### config.mk
export PLATFORM = sky130hd
export DESIGN_NAME = fifo_byte_packer
export DESIGN_NICKNAME = d
export VERILOG_FILES = /design/src/rtl/fifo_byte_packer_pkg.sv /design/src/rtl/fifo_byte_packer.sv
export SDC_FILE = /design/constraint.sdc
export NUM_CORES = 1
export LEC_CHECK = 0
export ABC_AREA = 1
export CAP_MARGIN = 20
export CELL_PAD_IN_SITES_DETAIL_PLACEMENT = 1
export CELL_PAD_IN_SITES_GLOBAL_PLACEMENT = 2
export CORE_MARGIN = 2
export CORE_UTILIZATION = 23
export DETAILED_ROUTE_END_ITERATION = 10
export PLACE_DENSITY = 0.87
export SETUP_SLACK_MARGIN = 0.05
export SLEW_MARGIN = 0
export SYNTH_ARGS = -nofsm -noshare
export SYNTH_HDL_FRONTEND = slang
export SYNTH_SLANG_ARGS = --single-unit
### constraint.sdc
create_clock -name clk -period 1.3 [get_ports clk]
set_input_delay 0.13 -clock clk [delete_from_list [all_inputs] [get_ports clk]]
set_output_delay 0.13 -clock clk [all_outputs]
set_load 0.01 [all_outputs]
### src/rtl/fifo_byte_packer_pkg.sv
// Shared definitions for the byte FIFO and its read-side packer.
// The state encoding is also used by the write-side producer.
package fifo_byte_packer_pkg;

    localparam int FIFO_DATA_W = 8;
    localparam int FIFO_RD_LAT = 1;
    localparam int FIFO_DEPTH  = 8;
    localparam int FIFO_AW     = 3;

    typedef enum logic {
        ST_FILL = 1'b0,
        ST_HOLD = 1'b1
    } pack_state_e;

endpackage

### src/rtl/fifo_byte_packer.sv
// Read-side consumer of syn_fifo: pops bytes and packs BYTES of them into one word,
// presented on a valid/ready port. A flush pulse emits whatever has been collected.
module fifo_byte_packer
    import fifo_byte_packer_pkg::*;
#(
    parameter int DATA_W = FIFO_DATA_W,
    parameter int BYTES  = 4,
    parameter int CNT_W  = 3
) (
    input  logic                      clk,
    input  logic                      rst,
    input  logic                      fifo_empty_i,
    input  logic [DATA_W-1:0]         fifo_data_i,
    output logic                      fifo_rd_en_o,
    input  logic                      flush_i,
    output logic [DATA_W*BYTES-1:0]   word_o,
    output logic [CNT_W-1:0]          word_bytes_o,
    output logic                      word_valid_o,
    input  logic                      word_ready_i
);

    localparam logic [CNT_W:0]   LP_BYTES = (CNT_W+1)'(BYTES);
    localparam logic [CNT_W-1:0] LP_LAST  = CNT_W'(BYTES - 1);

    pack_state_e              r_state;
    pack_state_e              w_state_nxt;
    logic [CNT_W-1:0]         r_cnt;
    logic                     r_rd_pend;
    logic                     r_flush_pend;
    logic [DATA_W*BYTES-1:0]  r_word;

    logic                     w_fill;
    logic                     w_capture;
    logic                     w_full;
    logic                     w_flush_done;
    logic                     w_accept;
    logic                     w_room;
    logic                     w_rd_en;
    logic                     w_valid;
    logic [BYTES-1:0]         w_lane_en;

    assign w_fill       = (r_state == ST_FILL);
    assign w_capture    = w_fill && r_rd_pend;
    assign w_full       = w_capture && (r_cnt == LP_LAST);
    // Flush completes only after any in-flight byte has landed.
    assign w_flush_done = w_fill && r_flush_pend && !r_rd_pend;
    assign w_accept     = (r_state == ST_HOLD) && word_ready_i;
    assign w_room       = (({1'b0, r_cnt} + (CNT_W+1)'(r_rd_pend)) < LP_BYTES);

    always_comb begin
        w_lane_en = '0;
        for (int k = 0; k < BYTES; k++) begin
            w_lane_en[k] = w_capture && (r_cnt == CNT_W'(k));
        end
    end

    // State register
    always_ff @(posedge clk) begin
        if (rst) begin
            r_state <= ST_FILL;
        end else begin
            r_state <= w_state_nxt;
        end
    end

    // Next-state logic
    always_comb begin
        w_state_nxt = r_state;
        case (r_state)
            ST_FILL: begin
                if (w_full || (w_flush_done && (r_cnt != '0))) begin
                    w_state_nxt = ST_HOLD;
                end
            end
            ST_HOLD: begin
                if (word_ready_i) begin
                    w_state_nxt = ST_FILL;
                end
            end
            default: w_state_nxt = ST_FILL;
        endcase
    end

    // Output logic
    always_comb begin
        w_rd_en = 1'b0;
        w_valid = 1'b0;
        case (r_state)
            ST_FILL: w_rd_en = !rst && !fifo_empty_i && !r_flush_pend && w_room;
            ST_HOLD: w_valid = 1'b1;
            default: begin
                w_rd_en = 1'b0;
                w_valid = 1'b0;
            end
        endcase
    end

    always_ff @(posedge clk) begin
        if (rst) begin
            r_cnt        <= '0;
            r_rd_pend    <= 1'b0;
            r_flush_pend <= 1'b0;
            r_word       <= '0;
        end else begin
            r_rd_pend <= w_rd_en;

            if (w_accept) begin
                r_cnt  <= '0;
                r_word <= '0;
            end else if (w_capture) begin
                r_cnt <= r_cnt + 1'b1;
                for (int k = 0; k < BYTES; k++) begin
                    if (w_lane_en[k]) begin
                        r_word[DATA_W*k +: DATA_W] <= fifo_data_i;
                    end
                end
            end

            // A word that fills in the flush cycle already carries everything collected.
            if (w_full || w_flush_done) begin
                r_flush_pend <= 1'b0;
            end else if (w_fill && flush_i) begin
                r_flush_pend <= 1'b1;
            end
        end
    end

    assign fifo_rd_en_o = w_rd_en;
    assign word_valid_o = w_valid;
    assign word_o       = r_word;
    assign word_bytes_o = w_valid ? r_cnt : '0;

endmodule
==> results of run 1 <==
-- final cells by class --
class	instances	area, um^2	share of cell area
multi-input combinational	163	1070	0.377
timing repair buffer	70	654	0.231
clock buffer	6	82.6	0.0292
sequential	38	764	0.270
inverter	20	80.1	0.0283
clock inverter	2	60.1	0.0212
tap	99	124	0.0437
-- flip-flops by register name (all words and copies together) (netlist names) --
signal	flops
r_cnt	3
r_flush_pend	1
r_rd_pend	1
r_state	1
word_o	32
-- worst register-to-register path: cells and delay by family (launching register included) --
kind / cells / cell delay (ps)
DFF: 1 / 340
and+or+nand+nor: 4 / 310
adders and majority gates: 1 / 140
buffers and inverters: 4 / 360
-- report_power, final --
part | switching [mW] | total [mW] | internal, mW | leakage [nW]
sequential | 0.0294 | 1.24 | 1.21 | 0.309
combinational | 0.335 | 0.590 | 0.255 | 0.850
clock | 0.448 | 1.27 | 0.819 | 0.0714
total | 0.813 | 3.10 | 2.29 | 1.23
-- per-layer routing --
metal / global-route usage / up-vias
met5: 0 / -
met4: 0.0448 / 0
met3: 0.0238 / 7
met2: 0.204 / 42
met1: 0.172 / 799
li1: - / 858
-- repair_timing --
action,4_1_cts,5_1_grt
pin swaps,4,34
hold endpoints to repair,0,0
setup buffers,0,2
endpoints found under the setup margin,66,39
cloned,0,0
resized for setup,66,65
-- logic make-up (layout without fill, tap and decap cells) --
group | after synthesis | after routing
and+or+nand+nor | 143 | 143
DFF | 38 | 38
buffers and inverters | 28 | 98
AOI/OAI and AO/OA | 15 | 15
adders and majority gates | 5 | 5
-- cells in the final DEF, fill, tap and decap left out --
cell type         n
nor2_1           45
nand2_1          37
dfxtp_1          35
dlygate4sd2_1    32
nand3_2          21
inv_1            12
a21oi_1          12
clkdlybuf4s50_1  12
nand3_1          11
buf_4            10
nand2_2           8
nor2_2            7
buf_6             7
inv_2             6
clkbuf_8          6
nor2_4            5
ha_4              5
nor3_2            3
nand3_4           3
clkbuf_2          3
dfxtp_2           3
inv_4             2
nand2_4           2
a21oi_2           2
bufinv_16         2
buf_8             2
buf_12            2
nor2_8            1
a21oi_4           1
buf_2             1
clkdlybuf4s15_1   1
-- worst min-delay path by stage --
stage / start / slack (ps) / to
floorplan: rst / 210 / r_flush_pend
global placement: word_o[30] / 460 / word_o[30]
detailed placement: word_o[29] / 470 / word_o[29]
CTS: fifo_data_i[1] / 440 / word_o[25]
global route: fifo_data_i[0] / 470 / word_o[24]
finish: fifo_data_i[1] / 440 / word_o[25]
==> impl_metrics.ini, run 1 <==
[run_status]
status = finished, final reports clean

[timing]
whs_ps = 441
period_share = 0.969
setup_viol = 0
timing.final.ws_setup_ps = 40.6
hold_viol = 0
slew_headroom = 0.735
rsz0062_at_grt = yes
worst_slew_pin_slew_ps = 398
fmax_mhz = 794
skew_ps = 9.47
period_needed_ps = 1260
setup_tns_ps = 0
slew_viol_final = 0

[detailed_routing]
first_iter_violations = 64
ant_nets = 0
num_vias = 1706
route.detailed.drc = 0
viasPerCell = 4.29
wire_per_inst_um = 12.8
top_layer_used = met4
wl_met2_um = 2450
dr.pass1.iters = 4
wl_met3_um = 244
drt-met1-wl_um = 2320
routed_wirelength_um = 5080

[yosys]
ys_warn_count = 0
ys_top_cells_by_count = 54 x nor2_1, 46 x nand2_1, 38 x dfxtp_1
async_reset_ff_frac = 0
synth-compound-area-share = 0.0511
syn_area_um2 = 1690
syn_inst = 229
yosysTopAreaCell = dfxtp_1
synth_ff_type = dfxtp_1
synth_edf_count = 0
netlist-cell-type-count = 18
synth.ff_latch_count = 38
yosys.area_share.adder = 0.0371
synth_top_family_by_area = simple AND/OR/NAND/NOR gates
synth.top_cells.by_area = dfxtp_1 45%, nor2_1 12%, nand2_1 10%
synthXorXnorAreaFrac = 0
synth_mux_area_frac = 0
synth.avg_cell_area_um2 = 7.37
synth-seq-area-share = 0.451
synth.most_common_cell = nor2_1
synth-simple-area-share = 0.377
synth_nets = 247
synth_top_cell_area_share = 0.451

[layout]
fin_util = 0.395
fill_cells = 855
drive_above_1_share = 0.341
stdcell_area_um2 = 2830
syn2layout_area_growth_pct = 67.8
num-nets-final = 316
diodes = 0
fin_cells = 398

[worst_setup_path]
timing.critical_path.to_type = output port
reg2reg_slack_ps = 50
r2r_cells = 9
crit_chain = inv_2 > nor3_2 > nor2_1 > buf_2
crit_type = register to output port
slowest_delay_ps = 350
r2r_end = word_o[13]
rr_startpoint = r_cnt[1]
cp_top_family = flip-flops
crit_end = fifo_rd_en_o
critPathArrivalTime_ps = 1130
path_buf_inv = 2
cp.depth = 4
cpMaxStageDelayCell = dfxtp_2
crit_required_ps = 1170
cp-start-kind = register
critPathMaxFanout = 2
crit_start = r_cnt[0]

[job]
cap_violations = 0

[floorplan]
start_util = 0.235
row_count = 31
die_x_um = 89.7
dieArea_um2 = 8040
io-pin-count = 50
die-height_um = 89.7
core_area_um2 = 7180

[power_and_ir_drop]
ir_drop_v = 0.000420
powerDensity_nw_per_um2 = 1090
power_mw = 3.10
p_leak_nw = 1.23

[grt]
grt_use_total = 0.128
overflow = 0
grt_first_pass_wirelength_um = 7860
antenna_found_initial = 0
grt_max_degree = 26
grt_pass1_vias = 1634

[clock_tree]
clock_latency_ps = 300
cts.htree.levels = 2
cts_sinks = 38
cts_buffers = 5
cts_tree = built
cts.clk_slew.worst_paths_ps = 80
cts_max_path_buffers = 2
cts_hold_buffers = 0
cts_root_buf = clkbuf_8

[placed_design]
gp_congestion = 0.772
dp_hpwl_um = 3630
io_buffers = 49
dpl_worst_slack_ps = -291
dp.cells = 388
post_dp_cell_area_um2 = 2400

[worst_hold_path]
worstHoldPathCells = 3
hold_class = input pin to register
No activity file was read; power rests on OpenSTA's default activity.
==> inputs of run 2 (changes only) <==
Settings changed: RECOVER_POWER set to 25.
==> results of run 2 <==
Same layout as run 1: the final DEF is identical, and so are final timing and power.
==> inputs of run 3 (changes only) <==
Settings changed: CAP_MARGIN 20 to 40.
==> results of run 3 <==
Same layout as run 1: the final DEF is identical, and so are final timing and power.
==> edit 1: new RTL, flow settings as in run 2 <==
Change the package constant `FIFO_DATA_W` from 8 to 6.
--- a/src/rtl/fifo_byte_packer_pkg.sv
+++ b/src/rtl/fifo_byte_packer_pkg.sv
@@ -2,7 +2,7 @@
 // The state encoding is also used by the write-side producer.
 package fifo_byte_packer_pkg;
 
-    localparam int FIFO_DATA_W = 8;
+    localparam int FIFO_DATA_W = 6;
     localparam int FIFO_RD_LAT = 1;
     localparam int FIFO_DEPTH  = 8;
     localparam int FIFO_AW     = 3;
Ports: changed (resized fifo_data_i and word_o); port bits go from 50 to 40. No check against the original RTL was run, so the function may have changed too.
==> edit 1 against run 2 <==
Design area shrank 17%; worst setup slack lost 3.6 ps; total power shrank 28%; routed wire length shrank 15%; sequential power shrank 21%; sequential cell count shrank 8; maximum frequency shrank 0.28%; clock skew shrank 4.3 ps; synthesized area shrank 20%; via count shrank 16%.
==> edit 1: results (changes against run 2) <==
stage	metric	value	unit	change
timing	fin_worst_skew	5.126	ps	-4.340 ps
synthesis	avgSynthCellArea	7.193	um^2	-2.4%
placement	pre_cts_slack	-258.9	ps	+31.98 ps
route	first_pass_iters	6		+2
worst_hold_path	worstHoldPathType	reg2reg		
global_routing	grt_pass1_vias	1404		-14%
synthesis	synth_area_leaders	dfxtp_1, nor2_1, nand2_1, nand3_1, a21oi_1		
finish	drive_gt1_frac	0.3583		+0.01713
placement	placed_cells	313		-19%
timing	worst_pin_slew	269.2	ps	-128.3 ps
placement	gp_congestion	0.7736		+0.17%
finish	num-clock-buffers	7		+1
clock_tree	post_cts_buffers	1		+1
global_routing	grtUsageTotal	0.1333		+0.005642
finish	multi_input_comb_cells	134		-18%
power	p_sw	0.0006590	W	-19%
finish	syn_to_final_growth	75.44	%	
power	power_combinational	0.000546	W	-7.5%
timing	min_period_over_period	0.9715		+0.002760
outcome	outcome	completed		
finish	non_clock_buffer_area_share	0.2683		+0.03729
finish	largest_reg_flops	24		-25%
finish	clock_cell_area_share	0.03234		-0.01801
route	vias_per_cell	4.390		+2.4%
finish	n_all_inverters	18		-10%
placement	dpl.hpwl	2.929	mm	-19%
power	pwr-share-seq	0.440		+0.039
finish	nNetsFinal	270		-15%
route	wire_per_inst	13.20	um	+3.3%
## edit 1: changes by cell type after synthesis, moves of 2 or more
cell | before | now
inv_1 | 18 | 15
buf_2 | 3 | 1
dfxtp_1 | 38 | 30
nor2_1 | 54 | 42
buf_4 | 2 | 4
nand3_1 | 34 | 27
nand2_1 | 46 | 38
buf_6 | 2 | 0
## edit 1: cell families after synthesis
kind of cell,count (synthesis),synth area share
fa+ha+maj,5,0.04651
flops,30,0.4465
buf+inv,24,0.07906
compound gates,13,0.04837
simple gates,115,0.3795
## edit 1: final timing paths
path / start / to / slack (ps) / cells after the start
setup reg to reg: r_cnt[0] / word_o[3] / 60 / 9
setup / recovery: r_cnt[0] / fifo_rd_en_o / 40 / 4
hold reg to reg: word_o[23] / word_o[23] / 470 / 2
hold / removal: word_o[23] / word_o[23] / 470 / 2
## edit 1: layer usage
metal	share of wire	vias up	global-route usage
met2	0.48	33	0.2125
met1	0.46	670	0.1654
met3	0.050	7	0.04045
met4	0.013	0	0.05763
li1	-	721	-
met5	0	-	0
==> edit 2: new RTL, settings of run 2 <==
Without the edit above. Make the reset (`rst`) asynchronous in 2 clocked blocks.
--- a/src/rtl/fifo_byte_packer.sv
+++ b/src/rtl/fifo_byte_packer.sv
@@ -55,7 +55,7 @@
     end
 
     // State register
-    always_ff @(posedge clk) begin
+    always_ff @(posedge clk or posedge rst) begin
         if (rst) begin
             r_state <= ST_FILL;
         end else begin
@@ -95,7 +95,7 @@
         endcase
     end
 
-    always_ff @(posedge clk) begin
+    always_ff @(posedge clk or posedge rst) begin
         if (rst) begin
             r_cnt        <= '0;
             r_rd_pend    <= 1'b0;
Behaviour: differs if rst is asserted again (counterexample within 4 cycles, from zero or initial values and one cycle with rst high); with rst held inactive, the same outputs for 10 cycles.
==> edit 2 against run 2 <==
The flow now finishes with violations (setup timing); sequential cell count did not move; critical endpoint is now word_o[28]; synthesized area grew 4.4%; critical path type is now reg2reg; worst setup slack got worse by 110 ps; global-route usage increased by 3.3 points; routed wire length is 36% higher; design area grew 17%; maximum frequency shrank 8.0%.
Power is not compared: it rests on default switching activity, and its combinational part moved more than twofold at a synthesized area within 25%.
==> edit 2: results (changes against run 2) <==
stage	metric	value	unit	change
finish	nNetsFinal	318		+0.63%
route	vias_per_cell	4.692		+9.5%
global_routing	met1_usage	0.1908		+0.01836
placement	pre_cts_slack	-274.3	ps	+16.57 ps
finish	n_antenna_cell	0		unchanged
timing	fin_ws	-69.40	ps	-110.0 ps
synthesis	async_reset_ff_frac	1.000		+1.000
route	wl_met2	3.730	mm	+52%
synthesis	yosys_warnings	0		unchanged
setup_path	cp_max_fo	6		+4
synthesis	avgSynthCellArea	8.594	um^2	+17%
power	power.leakage	1.691	nW	
finish	drive_gt1_frac	0.4900		+0.1489
route	met3WireLength	272	um	+11%
timing	relSlewSlack	0.4236		-0.3111
setup_path	worstPathArrival	1560	ps	+430 ps
route	drt_first_iter_violations	62		-3.1%
outcome	outcome	finished, violations left		
route	met1_length	2.766	mm	+19%
clock_tree	path_clk_slew	80	ps	about the same
global_routing	grt_util_met3	0.03734		+0.01358
global_routing	use_met2	0.2837		+0.07982
placement	placed_cells	373		-3.9%
outcome	violations	setup timing		
clock_tree	root_buffer	clkbuf_8		
timing	max_freq	730.2	MHz	-8.0%
synthesis	syn-num-nets	223		-9.7%
timing	setup-tns-final	-1272	ps	-1272 ps
synthesis	synthTopCellsByCount	nand3_1, nand2_1, dfrtp_1, inv_1		
global_routing	grt_pass1_wl	10.32	mm	+31%
synthesis	synth_seq_area_share	0.5398		+0.08907
timing	fin_worst_skew	6.111	ps	-3.355 ps
global_routing	grt_max_degree	39		+50%
synthesis	yosys.cell_types.count	16		-2
placement	gp_congestion	0.7640		-1.1%
global_routing	grt_pass1_vias	2000		+22%
synthesis	synth_area_leaders	dfrtp_1, nand3_1, nand2_1, ha_1, and2_1		
placement	dpl.hpwl	4.075	mm	+12%
finish	layoutNonFillerInstCount	399		+0.25%
timing	setup_violations	37		+37
edit 2: path summary, 6_finish.rpt:
path,startpoint,to,depth (start not counted)
min in group asynchronous,rst,word_o[9],3
min reg2reg,word_o[23],word_o[23],2
max reg2reg,r_cnt[1],word_o[28],8
max in group asynchronous,rst,r_cnt[1],3
max,r_cnt[1],word_o[28],8
min,flush_i,r_flush_pend,3
edit 2: metrics by stage:
| stage | hold slack [ps] | power (W) |
|---|---|---|
| final | 469.7 | 0.006243 |
| after detailed placement | 490.1 | 0.004266 |
| after CTS | 358.4 | 0.005886 |
| after global placement | 487.6 | 0.004194 |
| after global routing | 494.2 | 0.006602 |
| after floorplan | 100.4 | 0.002894 |
edit 2: cells by family (layout without fill, tap and decap cells):
family,count (synthesis),count (layout),share of synthesized area
fa+ha+maj,5,5,0.03551
flops,38,38,0.5398
compound gates,4,4,0.01207
simple gates,138,140,0.3615
buf+inv,20,113,0.05113
edit 2: worst max-delay path: stages, from the launching register on:
cell	delay, ps
dfrtp_2	440
buf_6	150
ha_4	160
ha_4	170
inv_4	60
nor2_4	40
buf_6	130
nand2_2	60
nand2_1	50
edit 2: power breakdown:
part | total [W] | switching, W | internal, W
Sequential | 0.00186 | 0.000293 | 0.00156
Combinational | 0.00334 | 0.00180 | 0.00154
Clock | 0.00104 | 0.000428 | 0.000614
edit 2: timing repair:
item                       CTS  global route
setup endpoints to repair   74            43
pin swaps                   26            31
buffers inserted            12             4
cloned                       1             3
gates resized for setup    150            40
edit 2: layout make-up:
cell class / count / area [um^2]
fillers: 815 / 4014
multi-input cells: 149 / 1195
flip-flops and latches: 38 / 952.2
repair buffers: 92 / 854.6
well taps: 99 / 123.9
clock buffers: 6 / 82.58
inverters: 14 / 78.83
clock inverters: 1 / 30.03
